===== src/rtl/irq_ctrl.sv =====
// Multi-source interrupt controller: per-source gateways, priority/threshold arbitration,
// claim/complete handshake and a word-addressed config port. IRQ_CTRL_SYNC_EN adds a 2-flop input synchroniser.
module irq_ctrl #(
    parameter int unsigned N_SRC  = 8,
    parameter int unsigned PRIO_W = 3,
    parameter int unsigned ID_W   = 5
) (
    input  logic              clk,
    input  logic              rst,
    input  logic [N_SRC-1:0]  irq_src,
    input  logic              cfg_we,
    input  logic [7:0]        cfg_addr,
    input  logic [31:0]       cfg_wdata,
    output logic [31:0]       cfg_rdata,
    input  logic              claim_req,
    output logic              claim_valid,
    output logic [ID_W-1:0]   claim_id,
    input  logic              complete,
    input  logic [ID_W-1:0]   complete_id,
    output logic              ei
);

    localparam int unsigned DATA_W = 32;
    localparam logic [7:0] ADDR_ENABLE    = 8'h00;
    localparam logic [7:0] ADDR_EDGE      = 8'h01;
    localparam logic [7:0] ADDR_THRESHOLD = 8'h02;
    localparam logic [7:0] ADDR_PENDING   = 8'h03;
    localparam logic [7:0] ADDR_IN_SERV   = 8'h04;
    localparam logic [7:0] ADDR_PRIO_BASE = 8'h08;

    logic [N_SRC-1:0]  enable;
    logic [N_SRC-1:0]  edge_mask;
    logic [PRIO_W-1:0] threshold;
    logic [PRIO_W-1:0] prio [N_SRC];
    logic [N_SRC-1:0]  pending;
    logic [N_SRC-1:0]  in_service;
    logic [N_SRC-1:0]  s;
    logic [N_SRC-1:0]  s_d;
    logic [N_SRC-1:0]  src_in;

    logic [N_SRC-1:0]  gw_set;
    logic [N_SRC-1:0]  claim_mask;
    logic [N_SRC-1:0]  cmpl_mask;
    logic [PRIO_W-1:0] best_prio;
    logic [ID_W-1:0]   best_id;
    logic              unused_wdata;

    assign unused_wdata = ^cfg_wdata;

`ifdef IRQ_CTRL_SYNC_EN
    logic [N_SRC-1:0] sync_q1;
    logic [N_SRC-1:0] sync_q2;

    // Two-flop synchroniser for asynchronous sources
    always_ff @(posedge clk) begin
        if (rst) begin
            sync_q1 <= '0;
            sync_q2 <= '0;
        end else begin
            sync_q1 <= irq_src;
            sync_q2 <= sync_q1;
        end
    end

    assign src_in = sync_q2;
`else
    assign src_in = irq_src;
`endif

    // Source sampling; s_d exists only for rising-edge detection
    always_ff @(posedge clk) begin
        if (rst) begin
            s   <= '0;
            s_d <= '0;
        end else begin
            s   <= src_in;
            s_d <= s;
        end
    end

    // Gateway: one request at a time per source, later edges while busy are dropped
    assign gw_set = ~in_service & ~pending &
                    ((edge_mask & s & ~s_d) | (~edge_mask & s));

    // Strict '>' starting from threshold gives prio > threshold and lowest index on ties
    always_comb begin
        best_prio = threshold;
        best_id   = '0;
        for (int i = 0; i < int'(N_SRC); i++) begin
            if (pending[i] && enable[i] && (prio[i] > best_prio)) begin
                best_prio = prio[i];
                best_id   = ID_W'(i + 1);
            end
        end
    end

    always_comb begin
        claim_mask = '0;
        cmpl_mask  = '0;
        for (int i = 0; i < int'(N_SRC); i++) begin
            claim_mask[i] = claim_req && (best_id == ID_W'(i + 1));
            cmpl_mask[i]  = complete && (complete_id == ID_W'(i + 1));
        end
    end

    // Interrupt state, handshake outputs and config registers
    always_ff @(posedge clk) begin
        if (rst) begin
            enable      <= '0;
            edge_mask   <= '0;
            threshold   <= '0;
            pending     <= '0;
            in_service  <= '0;
            ei          <= 1'b0;
            claim_valid <= 1'b0;
            claim_id    <= '0;
            for (int i = 0; i < int'(N_SRC); i++) begin
                prio[i] <= '0;
            end
        end else begin
            pending     <= (pending | gw_set) & ~claim_mask;
            in_service  <= (in_service & ~cmpl_mask) | claim_mask;
            ei          <= (best_id != '0);
            claim_valid <= claim_req;
            if (claim_req) begin
                claim_id <= best_id;
            end
            if (cfg_we) begin
                case (cfg_addr)
                    ADDR_ENABLE:    enable    <= cfg_wdata[N_SRC-1:0];
                    ADDR_EDGE:      edge_mask <= cfg_wdata[N_SRC-1:0];
                    ADDR_THRESHOLD: threshold <= cfg_wdata[PRIO_W-1:0];
                    default: ;
                endcase
            end
            for (int i = 0; i < int'(N_SRC); i++) begin
                if (cfg_we && (cfg_addr == (ADDR_PRIO_BASE + 8'(i)))) begin
                    prio[i] <= cfg_wdata[PRIO_W-1:0];
                end
            end
        end
    end

    // Combinational config read; unmapped addresses read as zero
    always_comb begin
        cfg_rdata = '0;
        case (cfg_addr)
            ADDR_ENABLE:    cfg_rdata = DATA_W'(enable);
            ADDR_EDGE:      cfg_rdata = DATA_W'(edge_mask);
            ADDR_THRESHOLD: cfg_rdata = DATA_W'(threshold);
            ADDR_PENDING:   cfg_rdata = DATA_W'(pending);
            ADDR_IN_SERV:   cfg_rdata = DATA_W'(in_service);
            default: ;
        endcase
        for (int i = 0; i < int'(N_SRC); i++) begin
            if (cfg_addr == (ADDR_PRIO_BASE + 8'(i))) begin
                cfg_rdata = DATA_W'(prio[i]);
            end
        end
    end

endmodule


===== config.mk =====
export PLATFORM = sky130hd
export DESIGN_NAME = irq_ctrl
export DESIGN_NICKNAME = d
export VERILOG_FILES = /design/src/rtl/irq_ctrl.sv
export SDC_FILE = /design/constraint.sdc
export NUM_CORES = 1
export LEC_CHECK = 0
export CAP_MARGIN = 10
export CORE_UTILIZATION = 37
export CTS_CLUSTER_DIAMETER = 30
export CTS_CLUSTER_SIZE = 14
export DETAILED_ROUTE_END_ITERATION = 16
export PLACE_DENSITY = 0.71
export SETUP_SLACK_MARGIN = 0.4
export SLEW_MARGIN = 25
export SYNTH_ARGS = -nofsm -noshare
export SYNTH_HDL_FRONTEND = slang
export SYNTH_SLANG_ARGS = --single-unit

===== constraint.sdc =====
create_clock -name clk -period 16.5 [get_ports clk]
set_input_delay 2.475 -clock clk [delete_from_list [all_inputs] [get_ports clk]]
set_output_delay 2.475 -clock clk [all_outputs]
set_load 0.01 [all_outputs]

; ---- Word-level counts from Yosys, hierarchy flattened
; Memory sizes are Yosys's and may differ from the RTL's.
; Cells that the tools add are included.
[word_totals]
reg_bits = 58
ramBits = 24
out_inout_bits = 39
memories = 1
[mem_list]
columns = memory, words, width, rd, rd_clocked_by_memory_dff, write_ports, line
row1 = prio, 8, 3, 8, 0, 8, 34  ; logic [PRIO_W-1:0] prio [N_SRC];
[classes]
magnitude_cmp = 8
eq_ne = 28
mux = 58
n_bitwise = 24
reduce_logical = 45
[op_table]
columns = op, count
row1 = 32-bit two-way mux, 8
row2 = 8-bit by 4-bit == test with 1-bit output (second input constant), 8
row3 = 8-bit bitwise AND, 7
row4 = 8-bit inverter, 6
row5 = 3-bit two-way mux, 15
row6 = 5-bit by 3-bit == test with 1-bit output (second input constant), 8
row7 = 1-bit logical AND, 40
row8 = 8-bit one-hot mux with 5 select lines, 1
row9 = 5-bit two-way mux, 7
row10 = 1-bit two-way mux, 27
row11 = 3-bit greater-than comparator, 8
row12 = 8-bit OR, 3
row13 = 5-bit by 2-bit == test with 1-bit output (second input constant), 4
row14 = 8-bit by 2-bit == test with 1-bit output (second input constant), 2
row15 = 5-bit by 1-bit == test with 1-bit output (second input constant), 2
row16 = 5-bit by 4-bit == test with 1-bit output (second input constant), 2
row17 = 8-bit by 1-bit == test with 1-bit output (second input constant), 1
row18 = 8-bit by 3-bit == test with 1-bit output (second input constant), 1
row19 = 8-bit logical NOT, 1
row20 = 1-bit OR, 8
row21 = 2-bit AND reduction, 3
row22 = 5-bit nonzero test, 1

; ---- Longest topological paths before layout
; An unclocked memory read counts as a cell.
[logic_depth]
ltp_word = 29
mapped_depth = 59

; ---- Least setup slack after synthesis
; No wires, ideal clock.
[synth_path]
kind = flip-flop to flip-flop
from = memory prio[0][1]
to = register pending[3]
setup_time_ps = 115
arrival_ps = 11450
required_ps = 16385
slack_ps = 4935
path_stages_with_launch = 55
synth_period_minus_slack_ps = 11565
cell_sequence = edfxtp_1 > ha_1 > nor2b_4 > o311a_4 > nand2_2 > nand2_1 > o21ai_0 > ha_1 > or2_2 > and3_1 > a211oi_2 > o221ai_2 > mux2_2 > ha_1 > nor2_1 > a21oi_1 > a2111oi_0 > nand2_1 > [... 19 more ...] > a41o_1 > a221oi_1 > or2_1 > buf_2 > mux2i_1 > ha_1 > nor2b_1 > o21a_1 > o2111ai_1 > inv_1 > or3_1 > o221a_2 > ha_1 > nand3_1 > o2111ai_1 > nand3_1 > or4b_1 > and2_1
[synth_lines]
columns = element, line
row1 = from (decl), 34
row2 = to (signal assigned), 121  ; pending <= (pending | gw_set) & ~claim_mask;
row3 = to (decl), 35  ; logic [N_SRC-1:0] pending;

==> impl_metrics.env <==
export IMPL_die_h_um=116
export IMPL_initial_core_util_pct=38.1
export IMPL_clock_latency_ns=0.35
export IMPL_rsz0062_at_grt="false"
export IMPL_antenna_found_initial=0
export IMPL_r2r_slack_ns=3.18
export IMPL_status="finished, final reports clean"
export IMPL_io_buffers=47
export IMPL_place_gp_congestion=0.954
export IMPL_fin_area_um2=5620
export IMPL_hp_class="flop to flop"
export IMPL_dpl_worst_slack_ns=3.39
export IMPL_core_rowCount=41
export IMPL_syn_area_um2=4800
export IMPL_clock_path_buffers=2
export IMPL_start_kind="flop"
export IMPL_routed_wl_um=12600
export IMPL_hold_viol=0
export IMPL_worstPathRequired_ns=16.74
export IMPL_root_buffer="clkbuf_16"
export IMPL_cts_tree="done"
export IMPL_grt_total_usage_pct=19.6
export IMPL_skew_ns=0.00613
export IMPL_slowest_stage="or4b_1"
export IMPL_area_growth_pct=17.1
export IMPL_ios=97
export IMPL_post_route_period_util_pct=80.7
export IMPL_finalSetupTns_ns=0
export IMPL_layout_filler_cells=1238
export IMPL_hold_buffers=0
export IMPL_worst_slack_ns=3.18
export IMPL_fin_nets=652
export IMPL_end_kind="flop"
export IMPL_yosysSeqAreaShare_pct=38.8
export IMPL_vias=4163
export IMPL_drive_gt1_share_pct=9.40
export IMPL_reg2reg_depth=52
export IMPL_synthFlopType="dfxtp_1"
export IMPL_p_per_area_nw_per_um2=80.1
export IMPL_max_stage_delay_ns=0.61
export IMPL_crit_start="prio[0][1]$_SDFFCE_PN0P_"
export IMPL_cts_repair_resized=0
export IMPL_post_dp_hpwl_um=9270
export IMPL_cp_arrival_ns=13.56
export IMPL_synth_cell_type_count=71
export IMPL_synthCells=537
export IMPL_grt_pass1_vias=3970
export IMPL_cts_htree_levels=3
export IMPL_critPathKind="flop to flop"
export IMPL_die_x_um=116
export IMPL_peakVddDrop_uv=45.6
export IMPL_detail_route_wl_per_cell_um=16.7
export IMPL_grt_max_degree=71
export IMPL_ys_seq_elements=81
export IMPL_final_cell_mix="nor2_1 (71), dfxtp_1 (57), clkdlybuf4s50_1 (46), nand2_1 (44), inv_1 (29)"
export IMPL_cp_max_fo=12
export IMPL_timing_rr_end="pending[3]$_SDFF_PP0_"
export IMPL_placed_area_um2=5340
export IMPL_ys_async_sr_fraction_pct=0
export IMPL_drc=0
export IMPL_ant_nets=0
export IMPL_maxCapViolCount=0
export IMPL_n_antenna_cell=0
export IMPL_rr_startpoint="prio[0][1]$_SDFFCE_PN0P_"
export IMPL_layout_commonest_cell="nor2_1"
export IMPL_cts_sink_count=81
export IMPL_synth_edf_count=24
export IMPL_setup_violations=0
export IMPL_vias_per_cell=5.50
export IMPL_report_final_slew_viol_count=0
export IMPL_synth_warnings=0
export IMPL_grt_pass1_wl_um=19900
export IMPL_fmax_mhz=75.1
export IMPL_die_area_um2=13400
export IMPL_crit_path_end="pending[3]$_SDFF_PP0_"
export IMPL_cts_setup_buffers=0
export IMPL_relSlewSlack_pct=52.9
export IMPL_p_leak_nw=2.09
export IMPL_syn_area_per_cell_um2=8.94
export IMPL_worst_pin_slew_ns=0.707
export IMPL_core_um2=12600
export IMPL_grt_overflow_total=0
export IMPL_cts_buffers=9
export IMPL_whs_ns=0.436
export IMPL_fin_crit_ns=13.32
export IMPL_first_iter_violations=345
export IMPL_cp_common_cell="ha_1"
export IMPL_firstDrtPassIters=5
export IMPL_path_clk_slew_ns=0.06
## final cells by class
cell class                      instances  area (µm²)  share of cell area (%)
Inverter                               29         109                    1.94
Clock buffer                           10         229                    4.07
Clock inverter                          6        50.0                   0.890
Sequential cell                        81        1860                    33.1
Tap cell                              172         215                    3.83
Multi-Input combinational cell        409        2670                    47.5
Timing Repair Buffer                   50         488                    8.68
## worst min-delay path by stage
stage	endpoint	startpoint	cells after the start	slack (ns)
CTS	s_d[0]$_SDFF_PP0_	s[0]$_SDFF_PP0_	2	0.44
floorplan	s_d[0]$_SDFF_PP0_	s[0]$_SDFF_PP0_	2	0.42
global route	s_d[0]$_SDFF_PP0_	s[0]$_SDFF_PP0_	2	0.45
finish	s_d[0]$_SDFF_PP0_	s[0]$_SDFF_PP0_	2	0.44
detailed placement	s_d[0]$_SDFF_PP0_	s[0]$_SDFF_PP0_	2	0.43
global placement	s_d[1]$_SDFF_PP0_	s[1]$_SDFF_PP0_	2	0.43
## state kept, by name (all words and copies together), names as in the netlist
register and count:
ei 1, edge_mask 8, claim_id 4, threshold 3
s_d 8, in_service 8, pending 8, s 8
claim_valid 1, enable 8, prio 24
## cell usage after synthesis, types with 5 or more instances
| master | instances | area, µm² |
|---|---|---|
| inv_1 | 29 | 109 |
| clkbuf_1 | 16 | 60.1 |
| o22ai_1 | 5 | 31.3 |
| mux2_2 | 5 | 56.3 |
| dfxtp_1 | 57 | 1140 |
| and3_1 | 5 | 31.3 |
| nand2b_1 | 20 | 125 |
| and2_1 | 6 | 37.5 |
| ha_1 | 14 | 175 |
| nand2_1 | 44 | 165 |
| buf_4 | 25 | 188 |
| a21oi_1 | 18 | 90.1 |
| nor2_1 | 71 | 267 |
| nor3_1 | 8 | 40.0 |
| a31oi_1 | 13 | 81.3 |
| nor2b_1 | 20 | 125 |
| o21ai_0 | 19 | 95.1 |
| edfxtp_1 | 24 | 721 |
| mux2i_1 | 23 | 230 |
| mux4_2 | 5 | 113 |
| a22oi_1 | 8 | 60.1 |
| nand3_1 | 17 | 85.1 |
| a211oi_1 | 7 | 52.6 |
## critical path, delay by kind of cell, from the launching register on
family          cells  cell delay (ns)
compound gates     17             4.47
simple gates       21             3.95
flops               1             0.52
buf+inv             1             0.15
mux                 5             1.68
fa+ha+maj           8             2.40
## power breakdown
group	switching, W	leakage (nW)	internal [W]
Clock	0.0000855	0.130	0.000104
Combinational	0.0000238	1.26	0.0000186
Sequential	0.00000671	0.693	0.000212
Total	0.000116	2.09	0.000334
## cells by family after synthesis
kind of cell / Yosys count / synth area share [%]
and+or+nand+nor: 215 / 22.1
AOI/OAI and AO/OA: 118 / 18.3
DFF: 81 / 38.8
buffers and inverters: 71 / 7.53
muxes: 37 / 9.56
adders and majority gates: 14 / 3.65
other: 1 / 0.0781
## stage by stage
| stage | power (W) | util (%) | cells |
|---|---|---|---|
| global route | 0.000466 | 44.5 | 757 |
| CTS | 0.000452 | 44.5 | 757 |
| global placement | 0.000262 | 42.3 | 741 |
| detailed placement | 0.000264 | 42.3 | 741 |
| floorplan | 0.000250 | - | 561 |
| finish | 0.000450 | 44.5 | 757 |
## layer usage
metal / share of wire (%) / track usage, %
met5: 0 / 0
met4: 2.7 / 9.15
met3: 8.4 / 3.92
met2: 47 / 33.0
met1: 42 / 24.2
No activity file was read; power rests on OpenSTA's default activity.
==> patch 1: new RTL, same settings <==
Remove the register `claim_valid`: a continuous assignment takes its place, so the output `claim_valid` follows one clock earlier.
--- a/src/rtl/irq_ctrl.sv
+++ b/src/rtl/irq_ctrl.sv
@@ -114,3 +114,2 @@
             ei          <= 1'b0;
-            claim_valid <= 1'b0;
             claim_id    <= '0;
@@ -123,3 +122,2 @@
             ei          <= (best_id != '0);
-            claim_valid <= claim_req;
             if (claim_req) begin
@@ -142,2 +140,4 @@
     end
+
+    assign claim_valid = claim_req;
 
Function: changed (a bounded check fails within 4 cycles, from zero or initial values and one cycle with rst high).
==> patch 1 against the unedited design <==
Sequential cell count fell by 1. Count of clock-buffer cells in the layout is 1 higher. Design area down 2.4%. Setup slack improved by 0.75 ns. Critical path depth increased by 1. Total power rose by 5.0%. Wire length decreased by 5.1%. Synthesized area shrank 3.2%. Largest cell class unchanged.
==> patch 1: results (changes against the unedited design) <==
cts bufs inserted 9 (unchanged); static leakage 2.07 nW (was 2.09 nW); Starting DRT DRC Count 401 (was 345); Final Setup Violations 0 (unchanged); GRT Total Usage 18.9% (was 19.6%); Place WS 4.09 ns (was 3.39 ns); VDD IR-drop max 64.6 uV (was 45.6 uV); final RePlAce weighted congestion 0.826 (was 0.954); Post-synth top cells nor2_1, dfxtp_1, nand2_1 (unchanged); Worst path max stage delay 0.63 ns (was 0.61 ns); outcome completed (unchanged); sequential area share after synthesis 39.6% (was 38.8%); warning count from the yosys run 0 (unchanged); post-synthesis adder-cell area fraction 4.22% (was 3.65%); cells taking the most area after synthesis dfxtp_1, edfxtp_1, nor2_1, buf_4, nand2_1 (was dfxtp_1, edfxtp_1, nor2_1, mux2i_1, buf_4); WL final 12000 um (was 12600 um); via count 3994 (was 4163); Int Power 0.368 mW (was 0.334 mW); clk slew on worst S/H paths 0.06 ns (about the same); DP Wirelength 9130 um (was 9270 um); mux cell area share after synthesis 8.02% (was 9.56%); Synth Area in Compound Gates 18.5% (was 18.3%); Synth cell types 74 (was 71); Setup Buffers After CTS 0 (unchanged); setup TNS 0 ns (unchanged); CP Max Fanout 10 (was 12); drt pass-1 iters 5 (unchanged); Crit-path slowest cell a311oi_1 (was or4b_1); Post-synth EDFFs 24 (unchanged); PostCTS Resize Cnt 0 (unchanged); Synth Area in XOR/XNOR 0% (unchanged); layout cells sized above 1 9.89% (was 9.40%); Worst Hold Class register to register (unchanged); placed cells 718 (was 741); antenna violations before repair 0 (unchanged); vias in the first global route 3854 (was 3970); Critical Path AT 12.79 ns (was 13.56 ns); clock root buffer clkbuf_16 (unchanged); clk buf depth 2 (unchanged); placed cell area 5150 sq um (was 5340 sq um); Reg with most FFs prio (unchanged); Slew @ Worst Pin 1.01 ns (was 0.707 ns); Clock Skew 0.00631 ns (was 0.00613 ns); Mapped Cells 522 (was 537); Port Buffers 47 (unchanged); clk_lat worst skew 0.33 ns (was 0.35 ns); largest net degree at the start of global routing 53 (was 71); asr flop ratio synth 0% (unchanged); Antenna diodes 0 (unchanged); Final #Nets 633 (was 652); predominant post-synthesis flop cell dfxtp_1 (unchanged); Layout Cells excl Fill 734 (was 757); H-tree depth 3 (unchanged); first-pass GRT wire length 18900 um (was 19900 um)
patch 1: cell types whose count changed in the layout (fill, tap and decap cells not counted), sizes merged, moves of 5 or more:
cell / delta
nor2b: -7
mux2i: -6
nand2b: -12
nor2: -6
o22ai: -5
patch 1: cell families (layout without fill, tap and decap cells):
group | Yosys count | after routing
buf+inv | 75 | 95
fa+ha+maj | 16 | 16
flops | 80 | 80
simple gates | 198 | 198
compound gates | 121 | 121
mux | 31 | 31
other cells | 1 | 25
patch 1: metal layers:
layer | up-vias | wire, um | GRT usage, %
li1 | 1906 | - | -
met1 | 1897 | 5020 | 23.0
met2 | 167 | 6080 | 34.1
met3 | 24 | 662 | 2.91
met4 | 0 | 213 | 5.97
met5 | - | 0 | 0
patch 1: stage by stage:
stage	hold slack (ns)	util, %	power [mW]
floorplan	0.417	-	0.245
global placement	0.430	42.5	0.257
detailed placement	0.433	42.5	0.258
CTS	0.441	45.3	0.474
global route	0.483	45.3	0.488
finish	0.439	45.3	0.473
patch 1: layout make-up:
class	instances	area, sq um
fillers	1170	6630
multi-input cells	391	2510
flip-flops and latches	80	1840
repair buffers	49	480
clock buffers	11	254
well taps	168	210
inverters	30	113
clock inverters	5	77.6
patch 1: path summary, 6_finish.rpt:
| kind | startpoint | endpoint | slack [ns] | depth (start not counted) |
|---|---|---|---|---|
| max | threshold[1]$_SDFFE_PP0P_ | in_service[1]$_SDFF_PP0_ | 3.93 | 53 |
| min | s[3]$_SDFF_PP0_ | s_d[3]$_SDFF_PP0_ | 0.44 | 2 |
| max reg2reg | threshold[1]$_SDFFE_PP0P_ | in_service[1]$_SDFF_PP0_ | 3.93 | 53 |
| min reg2reg | s[3]$_SDFF_PP0_ | s_d[3]$_SDFF_PP0_ | 0.44 | 2 |
patch 1: worst max-delay path: cells and delay by family (launching register included):
kind | cells | cell delay (ns)
multiplexers | 4 | 1.37
AND/OR/NAND/NOR | 17 | 3.44
adder cells (fa/ha/maj) | 10 | 3.01
AO/OA/AOI/OAI | 19 | 4.03
buffers and inverters | 3 | 0.20
flip-flops | 1 | 0.40
patch 1: power by group through the flow:
stage | sequential, mW | clock [mW] | combinational [mW]
after detailed placement | 0.219 | 0 | 0.0391
final | 0.215 | 0.218 | 0.0395
after global placement | 0.219 | 0 | 0.0377
after CTS | 0.215 | 0.220 | 0.0394
after global routing | 0.216 | 0.229 | 0.0436
after floorplan | 0.217 | 0 | 0.0282
==> patch 2: new RTL, same settings <==
Without the edit above. `ID_W`: 5 -> 10.
--- a/src/rtl/irq_ctrl.sv
+++ b/src/rtl/irq_ctrl.sv
@@ -5,3 +5,3 @@
     parameter int unsigned PRIO_W = 3,
-    parameter int unsigned ID_W   = 5
+    parameter int unsigned ID_W   = 10
 ) (
Interface: changed (resized claim_id and complete_id); port bits go from 97 to 107. The function was not compared with the original's and may differ.
==> patch 2 against the unedited design <==
Sequential cell count unchanged. Critical path depth increased by 1. Synthesized area increased by 1.2%. Wire length decreased by 1.6%. Design area increased by 2.6%. Via count decreased by 0.58%. Total power increased by 6.8%. Sequential share of layout area decreased by 0.83 points. Setup slack improved by 1.1 ns. Critical path type unchanged. Largest power group unchanged.
==> patch 2: results (changes against the unedited design) <==
outcome completed (unchanged); Synth cell types 77 (was 71); Post-synth EDFFs 24 (unchanged); WL/cell 16.1 um (was 16.7 um); placed cell area 5430 sq um (was 5340 sq um); H-tree depth 3 (unchanged); Crit-path slowest cell a21oi_1 (was or4b_1); DP Wirelength 9410 um (was 9270 um); Mapped Cells 547 (was 537); Critical Path Start prio[0][1]$_SDFFCE_PN0P_ (unchanged); Setup Buffers After CTS 0 (unchanged); cells taking the most area after synthesis dfxtp_1, edfxtp_1, nor2_1, mux2i_1, buf_4 (unchanged); fill count 1239 (was 1238); max reg flops 24 (unchanged); Post-synth top cells nor2_1, dfxtp_1, nand2_1 (unchanged); clk slew on worst S/H paths 0.06 ns (about the same); static leakage 2.14 nW (was 2.09 nW); Worst path max stage delay 0.63 ns (was 0.61 ns); Crit path required time 16.75 ns (was 16.74 ns); worst hold slack 0.469 ns (was 0.436 ns); vias in the first global route 3969 (was 3970); Hold Path End s_d[0]$_SDFF_PP0_ (unchanged); cts bufs inserted 9 (unchanged); WS Path Type register to register (unchanged); layout cells sized above 1 8.68% (was 9.40%); CP Max Fanout 10 (was 12); first-pass GRT wire length 20100 um (was 19900 um); VDD IR-drop max 68.6 uV (was 45.6 uV); r2r setup slk 4.29 ns (was 3.18 ns); asr flop ratio synth 0% (unchanged); Worst R2R Path Depth 53 (was 52); Worst Hold Class register to register (unchanged); warning count from the yosys run 0 (unchanged); Hold Crit Start s[0]$_SDFF_PP0_ (unchanged); placed cells 755 (was 741); PostCTS Resize Cnt 0 (unchanged); antenna violations before repair 0 (unchanged); Final #Nets 671 (was 652); reg-to-reg endpoint pending[1]$_SDFF_PP0_ (was pending[3]$_SDFF_PP0_); hold path depth 1 (was 2); Place WS 4.41 ns (was 3.39 ns); vias per inst 5.37 (was 5.50); GRT Total Usage 19.5% (was 19.6%); largest net degree at the start of global routing 69 (was 71); Antenna diodes 0 (unchanged); Port Buffers 52 (was 47); sequential area share after synthesis 38.3% (was 38.8%); Reg with most FFs prio (unchanged); via count 4139 (was 4163); drt pass-1 iters 5 (unchanged); clock root buffer clkbuf_16 (unchanged); slew margin rel. 46.3% (was 52.9%); Starting DRT DRC Count 355 (was 345); final RePlAce weighted congestion 0.957 (was 0.954); Critical Path AT 12.47 ns (was 13.56 ns); Clock Skew 0.00819 ns (was 0.00613 ns); clk_lat worst skew 0.34 ns
[patch 2: cell count changes in the layout (fill, tap and decap cells not counted), sizes merged, moves of 4 or more]
cell	change
nand2	-7
nor2	-4
a21oi	+9
mux2	-4
maj3	+4
clkdlybuf4s50	+5
o22ai	-5
a211oi	-4
inv	+5
conb	+5
[patch 2: kinds of logic (layout without fill, tap and decap cells)]
logic type / Yosys count / after routing / synth area share, %
AOI/OAI and AO/OA: 123 / 123 / 18.5
adders and majority gates: 18 / 18 / 4.45
buffers and inverters: 82 / 105 / 8.65
DFF: 81 / 81 / 38.3
muxes: 34 / 34 / 8.49
other: 1 / 30 / 0.0771
and+or+nand+nor: 208 / 208 / 21.5
[patch 2: report_power, final]
group          switching (mW)  internal, mW  total (mW)
combinational          0.0238        0.0196      0.0434
sequential            0.00671         0.212       0.219
clock                  0.0861         0.133       0.219
total                   0.117         0.364       0.481
[patch 2: routing by layer]
layer	part of all wire (%)	global-route usage, %	wire, um	up-vias
li1	-	-	-	2001
met4	2.6	8.27	318	0
met1	47	25.7	5850	1977
met3	5.5	4.00	678	23
met5	0	0	0	-
met2	45	31.1	5570	138
[patch 2: critical path, delay by kind of cell (launching register included)]
| kind | cells | cell delay, ns |
|---|---|---|
| AOI/OAI and AO/OA | 20 | 5.06 |
| DFF | 1 | 0.48 |
| buffers and inverters | 2 | 0.15 |
| muxes | 2 | 0.76 |
| and+or+nand+nor | 19 | 2.53 |
| adders and majority gates | 10 | 3.11 |
[patch 2: area by class of cell]
class | count | area (sq um) | area share, %
Clock inverter | 5 | 67.6 | 1.17
Multi-Input combinational cell | 413 | 2690 | 46.7
Inverter | 34 | 128 | 2.21
Timing Repair Buffer | 55 | 538 | 9.33
Sequential cell | 81 | 1860 | 32.3
Tap cell | 172 | 215 | 3.73
Clock buffer | 11 | 264 | 4.58
